**src/rtl/usb_serial_wb_poller.sv**
```systemverilog
// usb_serial_wb_poller: Wishbone initiator that polls a USB serial peripheral's
// status register. It moves received bytes into a valid/ready RX stream and
// pushes bytes from a valid/ready TX stream into the peripheral's data register.
module usb_serial_wb_poller #(
   parameter logic [7:0] BASE_ADDR   = 8'h00,
   parameter int         POLL_DIV    = 16,
   parameter int         ACK_TIMEOUT = 255
) (
   input  logic       clk,
   input  logic       reset,
   output logic [7:0] wb_adr_o,
   output logic [7:0] wb_dat_o,
   input  logic [7:0] wb_dat_i,
   output logic       wb_cyc_o,
   output logic       wb_stb_o,
   output logic       wb_we_o,
   input  logic       wb_ack_i,
   input  logic [7:0] tx_data,
   input  logic       tx_valid,
   output logic       tx_ready,
   output logic [7:0] rx_data,
   output logic       rx_valid,
   input  logic       rx_ready,
   output logic       usb_connected,
   output logic       bus_error
);

   localparam int PW = $clog2(POLL_DIV + 1);
   localparam int TW = $clog2(ACK_TIMEOUT + 1);

   typedef enum logic [2:0] {
      S_IDLE, S_STATUS, S_DECIDE, S_RD_DATA, S_WR_DATA
   } state_t;

   state_t        state, next_state;
   logic [PW-1:0] poll_cnt;
   logic [TW-1:0] to_cnt;
   logic          tx_full;
   logic [7:0]    tx_buf;
   logic          rx_avail, txr;
   logic          burst;
   logic          last_rx;     // arbitration: 1 = last data access was RX

   logic          bus_done, to_hit, rx_elig, tx_elig;
   logic          start_cyc, start_we;
   logic [7:0]    start_adr;

   // An ack only counts while we own the bus; a stray ack with cyc=0 is ignored.
   assign bus_done = wb_cyc_o && wb_ack_i;
   assign to_hit   = wb_cyc_o && !wb_ack_i && (to_cnt == TW'(ACK_TIMEOUT - 1));
   assign rx_elig  = rx_avail && !rx_valid;
   assign tx_elig  = tx_full && txr;
   assign tx_ready = !tx_full;

   // State register
   always_ff @(posedge clk) begin
      if (reset) state <= S_IDLE;
      else       state <= next_state;
   end

   // Next-state logic
   always_comb begin
      next_state = state;
      case (state)
         S_IDLE: begin
            // Pending work skips the poll divider but still spends one idle cycle here.
            if (tx_full || burst || (poll_cnt == PW'(POLL_DIV - 1)))
               next_state = S_STATUS;
         end
         S_STATUS: begin
            if (bus_done)    next_state = S_DECIDE;
            else if (to_hit) next_state = S_IDLE;
         end
         S_DECIDE: begin
            if (rx_elig && tx_elig) next_state = last_rx ? S_WR_DATA : S_RD_DATA;
            else if (rx_elig)       next_state = S_RD_DATA;
            else if (tx_elig)       next_state = S_WR_DATA;
            else                    next_state = S_IDLE;
         end
         S_RD_DATA, S_WR_DATA: begin
            if (bus_done || to_hit) next_state = S_IDLE;
         end
         default: next_state = S_IDLE;
      endcase
   end

   // Output decode: launch a bus cycle on entry to any bus-owning state
   always_comb begin
      start_cyc = 1'b0;
      start_we  = 1'b0;
      start_adr = BASE_ADDR;
      if (next_state != state) begin
         case (next_state)
            S_STATUS: begin
               start_cyc = 1'b1;
               start_adr = BASE_ADDR + 8'd1;
            end
            S_RD_DATA: start_cyc = 1'b1;
            S_WR_DATA: begin
               start_cyc = 1'b1;
               start_we  = 1'b1;
            end
            default: start_cyc = 1'b0;
         endcase
      end
   end

   // Registered Wishbone outputs, held until ack or timeout
   always_ff @(posedge clk) begin
      if (reset) begin
         wb_cyc_o <= 1'b0;
         wb_stb_o <= 1'b0;
         wb_we_o  <= 1'b0;
         wb_adr_o <= 8'h00;
         wb_dat_o <= 8'h00;
      end else if (bus_done || to_hit) begin
         wb_cyc_o <= 1'b0;
         wb_stb_o <= 1'b0;
         wb_we_o  <= 1'b0;
      end else if (start_cyc) begin
         wb_cyc_o <= 1'b1;
         wb_stb_o <= 1'b1;
         wb_we_o  <= start_we;
         wb_adr_o <= start_adr;
         wb_dat_o <= start_we ? tx_buf : 8'h00;
      end
   end

   // Ack timeout counter, cleared at the start of every bus cycle
   always_ff @(posedge clk) begin
      if (reset || start_cyc)           to_cnt <= '0;
      else if (wb_cyc_o && !wb_ack_i)   to_cnt <= to_cnt + 1'b1;
   end

   // One-cycle error pulse on an abandoned cycle
   always_ff @(posedge clk) begin
      if (reset) bus_error <= 1'b0;
      else       bus_error <= to_hit;
   end

   // Poll divider runs only while resting in IDLE
   always_ff @(posedge clk) begin
      if (reset)                                          poll_cnt <= '0;
      else if (state == S_IDLE && next_state == S_IDLE)   poll_cnt <= poll_cnt + 1'b1;
      else                                                poll_cnt <= '0;
   end

   // Stream buffers, status capture, burst and arbitration flags
   always_ff @(posedge clk) begin
      if (reset) begin
         tx_full       <= 1'b0;
         tx_buf        <= 8'h00;
         rx_valid      <= 1'b0;
         rx_data       <= 8'h00;
         usb_connected <= 1'b0;
         rx_avail      <= 1'b0;
         txr           <= 1'b0;
         burst         <= 1'b0;
         last_rx       <= 1'b0;
      end else begin
         if (tx_valid && tx_ready) begin
            tx_buf  <= tx_data;
            tx_full <= 1'b1;
         end
         if (rx_valid && rx_ready) rx_valid <= 1'b0;
         if (to_hit) burst <= 1'b0;
         case (state)
            S_STATUS: if (bus_done) begin
               usb_connected <= wb_dat_i[7];
               rx_avail      <= wb_dat_i[0];
               txr           <= wb_dat_i[1];
            end
            S_DECIDE: if (!rx_elig && !tx_elig) burst <= 1'b0;
            // Only entered with the local RX slot empty, so nothing is overwritten.
            S_RD_DATA: if (bus_done) begin
               rx_data  <= wb_dat_i;
               rx_valid <= 1'b1;
               burst    <= 1'b1;
               last_rx  <= 1'b1;
            end
            S_WR_DATA: if (bus_done) begin
               tx_full <= 1'b0;
               last_rx <= 1'b0;
            end
            default: ;
         endcase
      end
   end

endmodule
```
**config.mk**
```make
export PLATFORM = sky130hd
export DESIGN_NAME = usb_serial_wb_poller
export DESIGN_NICKNAME = d
export VERILOG_FILES = /design/src/rtl/usb_serial_wb_poller.sv
export SDC_FILE = /design/constraint.sdc
export NUM_CORES = 1
export LEC_CHECK = 0
export BUFFER_PORTS_ARGS = -buffer_cell sky130_fd_sc_hd__buf_4
export CORE_UTILIZATION = 50
export DETAILED_ROUTE_END_ITERATION = 8
export GPL_TIMING_DRIVEN = 0
export PLACE_DENSITY_LB_ADDON = 0.12
export SYNTH_ARGS = -nofsm -noshare
export SYNTH_HDL_FRONTEND = slang
export SYNTH_SLANG_ARGS = --single-unit
```
**constraint.sdc**
```tcl
create_clock -name clk -period 3.45 [get_ports clk]
set_clock_uncertainty 0.1 [all_clocks]
set_input_delay 0.1725 -clock clk [delete_from_list [all_inputs] [get_ports clk]]
set_output_delay 0.1725 -clock clk [all_outputs]
set_load 0.01 [all_outputs]
```
==> results.sh, run 1 <==
export IMPL_wirelength_um=4320
export IMPL_post_dp_hpwl_um=3040
export IMPL_maxCapViolations=0
export IMPL_hold_violations=0
export IMPL_async_flop_share=0
export IMPL_dr_pass1_iters=4
export IMPL_period_share=0.626
export IMPL_holdPathStages=3
export IMPL_yosysUniqueCellTypes=45
export IMPL_synth_area_per_cell_um2=9.49
export IMPL_setup_violations=0
export IMPL_setup_total_negative_slack_ns=0
export IMPL_reg2reg_to="wb_adr_o[0]"
export IMPL_antenna_found_initial=0
export IMPL_yosysWarnings=0
export IMPL_grt_pass1_wl_um=6600
export IMPL_fmax_ghz=0.463
export IMPL_dieHeight_um=68.8
export IMPL_synth_top_area_frac=0.458
export IMPL_critical_path_class="flip-flop to flip-flop"
export IMPL_rows=23
export IMPL_finalCriticalPeriod_ns=2.16
export IMPL_status="finished clean"
export IMPL_clk_pin_slew_ns=0.09
export IMPL_cts_tree="done"
export IMPL_core_area_um2=4140
export IMPL_instances_no_fill=353
export IMPL_leakagePower_nw=1.17
export IMPL_area_growth_pct=26.9
export IMPL_drive_gt1_frac=0.261
export IMPL_viasPerCell=4.88
export IMPL_portBuffers=44
export IMPL_cts_sinks=51
export IMPL_hp_class="input pin to flip-flop"
export IMPL_crit_arrival_ns=2.26
export IMPL_end_kind="flip-flop"
export IMPL_synth_top_cell_by_area="dfxtp_1"
export IMPL_hp_start="tx_data[0]"
export IMPL_slowest_stage="dfxtp_1"
export IMPL_path_cells="ha_1 -> and3_1 -> ha_1 -> nor3_2 -> o21ai_1 -> mux2i_1 -> nor3_2 -> buf_6 -> mux2_4"
export IMPL_yosysMostFrequentCell="dfxtp_1"
export IMPL_grt_pass1_vias=1501
export IMPL_power_w=0.00107
export IMPL_wl_per_cell_um=12.2
export IMPL_cp_slowest_stage_delay_ns=0.33
export IMPL_ys_ff_latch=51
export IMPL_drc_errors=0
export IMPL_cp_required_ns=3.55
export IMPL_yosys_top_cells_area="dfxtp_1 46%, mux2i_1 13%, nor2_1 6.9%"
export IMPL_clk_latency_ns=0.31
export IMPL_p_per_area_nw_per_um2=379
export IMPL_cts_root_buf="clkbuf_8"
export IMPL_routabilityCongestion=0.816
export IMPL_synth_edf_count=0
export IMPL_die_x_um=68.8
export IMPL_hold_path_end="tx_buf[0]"
export IMPL_fin_nets=327
export IMPL_syn_inst=235
export IMPL_die_area_um2=4730
export IMPL_ff2ff_setup_slack_ns=1.29
export IMPL_post_synth_instance_area_um2=2230
export IMPL_num_vias=1722
export IMPL_fill_cells=353
export IMPL_yosys_top_cells_count="51 x dfxtp_1, 41 x nor2_1, 29 x mux2i_1"
export IMPL_crit_fanout=9
export IMPL_r2r_start="poll_cnt[0]"
export IMPL_synth_flop_cell="dfxtp_1"
export IMPL_grt_start_max_net_pins=16
export IMPL_h_tree_depth=2
export IMPL_pin_count=52
export IMPL_cts_buffer_depth=2
export IMPL_grt_use_total=0.192
export IMPL_antenna_diode_count=0
export IMPL_seq_area_frac_synth=0.458
export IMPL_drv_slew=0
export IMPL_vdd_ir_drop_max_uv=254
export IMPL_overflow=0
export IMPL_grt_setup_unrepaired="false"
export IMPL_holdWs_ns=0.00415
export IMPL_drt_iter0_markers=68
export IMPL_initial_utilization=0.538
export IMPL_crit_path_start_kind="flip-flop"
export IMPL_dpl_cell_count=335
export IMPL_cts_resized=0
export IMPL_ff2ff_path_depth=9
export IMPL_drtAntennaViolNets=0
export IMPL_cts_made_buffers=5
==> per-layer routing <==
metal	GRT usage	part of all wire	vias to the layer above
li1	-	-	911
met4	0.0689	0.0063	0
met3	0.0592	0.047	2
met1	0.236	0.48	765
met5	0	0	-
met2	0.315	0.47	44
==> power breakdown <==
part           total [W]  internal [W]  switching [W]
clock network   0.000336      0.000142       0.000193
logic           0.000125     0.0000660      0.0000590
registers       0.000612      0.000601      0.0000108
==> layout make-up <==
type	instances	area (um2)	share of cell area
Sequential cell	51	1020	0.361
Buffer	17	120	0.0424
Clock inverter	2	12.5	0.00442
Inverter	6	22.5	0.00796
Clock buffer	6	72.6	0.0256
Tap cell	50	62.6	0.0221
Timing Repair Buffer	54	430	0.152
Multi-Input combinational cell	167	1090	0.385
==> cell usage in the layout (no fill, tap or decap), types with 2 or more instances in the layout <==
master,Yosys,layout
nor3_2,2,2
a21oi_1,7,7
clkbuf_8,0,5
dlygate4sd3_1,0,10
dfxtp_1,51,51
nor2b_1,4,4
nand2b_1,2,2
nor3_1,3,3
clkbuf_1,3,4
nand2_1,24,24
ha_1,4,4
nand4_1,4,4
buf_6,3,3
buf_2,2,2
nor2_1,41,41
nand3_1,4,4
xor2_1,5,5
mux2i_1,29,29
inv_1,5,5
o21ai_2,2,2
conb_1,1,7
a31oi_1,2,2
and3_1,3,3
xnor2_1,4,4
buf_4,8,52
==> worst max-delay path: cells and delay by family (launching register included) <==
| family | cells | cell delay, ns |
|---|---|---|
| simple gates | 3 | 0.50 |
| compound gates | 1 | 0.09 |
| mux | 2 | 0.47 |
| fa+ha+maj | 2 | 0.41 |
| flops | 1 | 0.33 |
| buf+inv | 1 | 0.16 |
==> how the worst max path moves through the flow <==
stage                  end  slack, ns   startpoint
3_5_place_dp   wb_adr_o[0]       1.29  poll_cnt[0]
2_1_floorplan  wb_adr_o[0]       1.48  poll_cnt[0]
4_1_cts        wb_adr_o[0]       1.27  poll_cnt[0]
5_1_grt        wb_adr_o[0]       1.21  poll_cnt[0]
3_3_place_gp   wb_adr_o[0]       1.34  poll_cnt[0]
6_report       wb_adr_o[0]       1.29  poll_cnt[0]
==> metrics by stage <==
step	utilization	area (um2)	worst slack (ns)
after floorplan	-	2250	1.48
after global placement	0.638	2650	1.34
after detailed placement	0.638	2650	1.29
after CTS	0.681	2820	1.27
after global routing	0.683	2830	1.21
final	0.683	2830	1.29
==> flip-flops by register name, indices dropped and copies added, names as in the netlist, 3 cells and up <==
name and cells:
rx_data 8, wb_dat_o 8, tx_buf 8, to_cnt 8
poll_cnt 5, state 3
==> what timing repair did <==
action | in CTS | in global routing
setup buffers | 0 | 0
hold endpoints to repair | 9 | 1
hold buffers | 9 | 1
==> cell families (layout without fill, tap and decap cells) <==
kind of cell / count (synthesis) / in the layout / synth area share
adder cells (fa/ha/maj): 4 / 4 / 0.0224
other: 1 / 7 / 0.00168
AND/OR/NAND/NOR: 100 / 100 / 0.228
XOR/XNOR: 9 / 9 / 0.0354
flip-flops: 51 / 51 / 0.458
buffers and inverters: 23 / 85 / 0.0640
AO/OA/AOI/OAI: 17 / 17 / 0.0533
multiplexers: 30 / 30 / 0.137
(Power assumes the default switching activity.)
==> inputs of run 2 (changes only) <==
--- a/config.mk
+++ b/config.mk
@@ -5,6 +5,7 @@
 export SDC_FILE = /design/constraint.sdc
 export NUM_CORES = 1
 export LEC_CHECK = 0
+export ABC_AREA = 1
 export BUFFER_PORTS_ARGS = -buffer_cell sky130_fd_sc_hd__buf_4
 export CORE_UTILIZATION = 50
 export DETAILED_ROUTE_END_ITERATION = 8
==> constraint.sdc (replaced) <==
create_clock -name clk -period 2.1 [get_ports clk]
set_clock_uncertainty 0.1 [all_clocks]
set_input_delay 0.105 -clock clk [delete_from_list [all_inputs] [get_ports clk]]
set_output_delay 0.105 -clock clk [all_outputs]
set_load 0.01 [all_outputs]
==> results.sh, run 2 <==
export IMPL_status="finished clean"
export IMPL_seq_area_frac_synth=0.436
export IMPL_drive_gt1_frac=0.279
export IMPL_ff2ff_setup_slack_ns=0.05
export IMPL_ys_ff_latch=51
export IMPL_finalCriticalPeriod_ns=2.05
export IMPL_antenna_diode_count=0
export IMPL_post_dp_hpwl_um=3250
export IMPL_hold_path_end="state[2]"
export IMPL_grt_start_max_net_pins=16
export IMPL_synth_top_cell_by_area="dfxtp_1"
export IMPL_layout_commonest_cell="nor2_1"
export IMPL_fin_nets=414
export IMPL_portBuffers=43
export IMPL_synth_edf_count=0
export IMPL_power_w=0.00214
export IMPL_period_share=0.977
export IMPL_pin_count=52
export IMPL_p_per_area_nw_per_um2=679
export IMPL_die_x_um=70.4
export IMPL_vdd_ir_drop_max_uv=420
export IMPL_drc_errors=0
export IMPL_yosys_top_cells_area="dfxtp_1 44%, nor2_1 10%, nand2_1 7.4%"
export IMPL_grt_use_total=0.206
export IMPL_synth_flop_cell="dfxtp_1"
export IMPL_reg2reg_to="wb_dat_o[6]"
export IMPL_swShare=0.259
export IMPL_drv_slew=0
export IMPL_grt_pass1_wl_um=8120
export IMPL_holdPathStages=2
export IMPL_clk_latency_ns=0.30
export IMPL_slowest_stage="dfxtp_4"
export IMPL_cp_num_buf_inv=1
export IMPL_pre_cts_ws_ns=-0.128
export IMPL_routabilityCongestion=0.844
export IMPL_setup_violations=0
export IMPL_leakagePower_nw=1.45
export IMPL_comb_power_share=0.179
export IMPL_end_kind="flip-flop"
export IMPL_dr_pass1_iters=4
export IMPL_cp_required_ns=2.24
export IMPL_area_growth_pct=34.3
export IMPL_synth_top_area_frac=0.436
export IMPL_fmax_ghz=0.487
export IMPL_cts_tree="done"
export IMPL_viasPerCell=4.72
export IMPL_yosysUniqueCellTypes=33
export IMPL_crit_arrival_ns=2.20
export IMPL_drtAntennaViolNets=0
export IMPL_hp_start="reset"
export IMPL_async_flop_share=0
export IMPL_critical_path_class="flip-flop to flip-flop"
export IMPL_holdWs_ns=0.0644
export IMPL_p_int_w=0.00158
export IMPL_path_cells="ha_4 -> nand2_4 -> nor2_2 -> ha_2 -> o31ai_4 -> nand2_2 -> o21ai_2 -> nand3_4 -> buf_12 -> nand4_1 -> nand2_1 -> nor2_1"
export IMPL_sequentialPowerShare=0.491
export IMPL_rows=24
export IMPL_ff2ff_path_depth=12
export IMPL_overflow=0
export IMPL_crit_fanout=8
export IMPL_wl_per_cell_um=10.7
export IMPL_drt_iter0_markers=109
export IMPL_yosysWarnings=0
export IMPL_antenna_found_initial=0
export IMPL_cts_root_buf="clkbuf_8"
export IMPL_dieHeight_um=70.4
export IMPL_cp_slowest_stage_delay_ns=0.36
export IMPL_clk_pin_slew_ns=0.09
export IMPL_core_area_um2=4410
export IMPL_synth_area_per_cell_um2=7.53
export IMPL_yosys_top_cells_count="63 x nor2_1, 51 x dfxtp_1, 46 x nand2_1"
export IMPL_initial_utilization=0.531
export IMPL_yosysMostFrequentCell="nor2_1"
export IMPL_clkPwrFrac=0.329
export IMPL_grt_pass1_vias=1891
export IMPL_fin_ws_ns=0.0482
export IMPL_hold_violations=0
export IMPL_post_synth_instance_area_um2=2340
export IMPL_crit_path_start_kind="flip-flop"
export IMPL_maxCapViolations=0
export IMPL_grt_setup_unrepaired="true"
export IMPL_syn_inst=311
export IMPL_r2r_start="poll_cnt[0]"
export IMPL_cts_buffer_depth=2
export IMPL_cts_made_buffers=5
export IMPL_wirelength_um=4730
export IMPL_cts_sinks=51
export IMPL_hp_class="input pin to flip-flop"
export IMPL_crit_family="simple AND/OR/NAND/NOR gates"
export IMPL_die_area_um2=4960
export IMPL_h_tree_depth=2
export IMPL_final_cell_mix="61 x nor2_1, 53 x buf_4, 48 x dfxtp_1"
export IMPL_p_switching_w=0.000554
export IMPL_num_vias=2085
[run 2: cell types whose count changed after synthesis, sizes merged, moves of 2 or more]
cell / before / now
inv: 5 / 43
nand2: 24 / 56
nor2: 42 / 74
mux2i: 29 / 0
o21ai: 3 / 22
nand3: 5 / 12
nand4: 4 / 11
nor2b: 4 / 0
nor3: 6 / 2
and3: 3 / 0
buf: 13 / 10
nand2b: 3 / 0
o22ai: 0 / 2
xnor2: 4 / 2
[run 2: logic make-up after synthesis]
logic type	share of synthesized area
fa+ha+maj	0.0214
buf+inv	0.106
xor+xnor	0.0224
flops	0.436
other cells	0.00160
compound gates	0.0935
simple gates	0.319
[run 2: area by class of cell]
cell class	instances	area, um2
plain buffers	13	81.3
clock buffers	6	82.6
clock inverters	2	35.0
fillers	379	1270
inverters	44	168
multi-input cells	210	1150
flip-flops and latches	51	1030
well taps	52	65.1
repair buffers	64	538
[run 2: worst max-delay path by stage]
stage | from | endpoint | slack (ns) | depth (start not counted)
after floorplan | poll_cnt[0] | wb_adr_o[0] | 0.15 | 12
after detailed placement | poll_cnt[0] | wb_adr_o[0] | -0.13 | 12
after CTS | poll_cnt[0] | wb_adr_o[0] | 0.03 | 14
after global placement | poll_cnt[0] | wb_adr_o[0] | -0.12 | 12
final | poll_cnt[0] | wb_dat_o[6] | 0.05 | 12
after global routing | poll_cnt[0] | wb_dat_o[6] | -0.04 | 12
[run 2: through the flow]
| stage | setup TNS, ns | util | cells | cell area, um2 |
|---|---|---|---|---|
| floorplan | 0 | - | 317 | 2360 |
| global placement | -1.34 | 0.624 | 412 | 2750 |
| detailed placement | -1.56 | 0.624 | 412 | 2750 |
| CTS | 0 | 0.699 | 439 | 3080 |
| global route | -0.236 | 0.713 | 442 | 3150 |
| finish | 0 | 0.713 | 442 | 3150 |
[run 2: worst register-to-register path, cell delays in order (launching register included)]
cell and delay [ns]:
dfxtp_4 0.36, ha_4 0.16, nand2_4 0.05, nor2_2 0.03, ha_2 0.18, o31ai_4 0.25, nand2_2 0.10, o21ai_2 0.20
nand3_4 0.16, buf_12 0.17, nand4_1 0.06, nand2_1 0.05, nor2_1 0.10
[run 2: timing repair]
action                     4_1_cts  5_1_grt
gates cloned                     0        1
hold buffers                    18        0
pin swaps                        1        9
setup endpoints to repair       23       19
hold endpoints to repair        21        0
gates resized for setup          2       12
setup buffers                    1        2
[run 2: layer usage]
metal  up-vias  track usage  wire length (um)
li1       1116            -                 -
met1       915        0.255              2220
met2        48        0.350              2220
met3         6       0.0534               236
met4         0       0.0600                56
met5         -            0                 0
[run 2: power groups by stage]
stage	clock network (W)	logic, W	registers, W
global placement	0	0.000320	0.00107
detailed placement	0	0.000324	0.00107
global route	0.000754	0.000431	0.00106
finish	0.000703	0.000383	0.00105
CTS	0.000724	0.000371	0.00105
floorplan	0	0.000208	0.00107
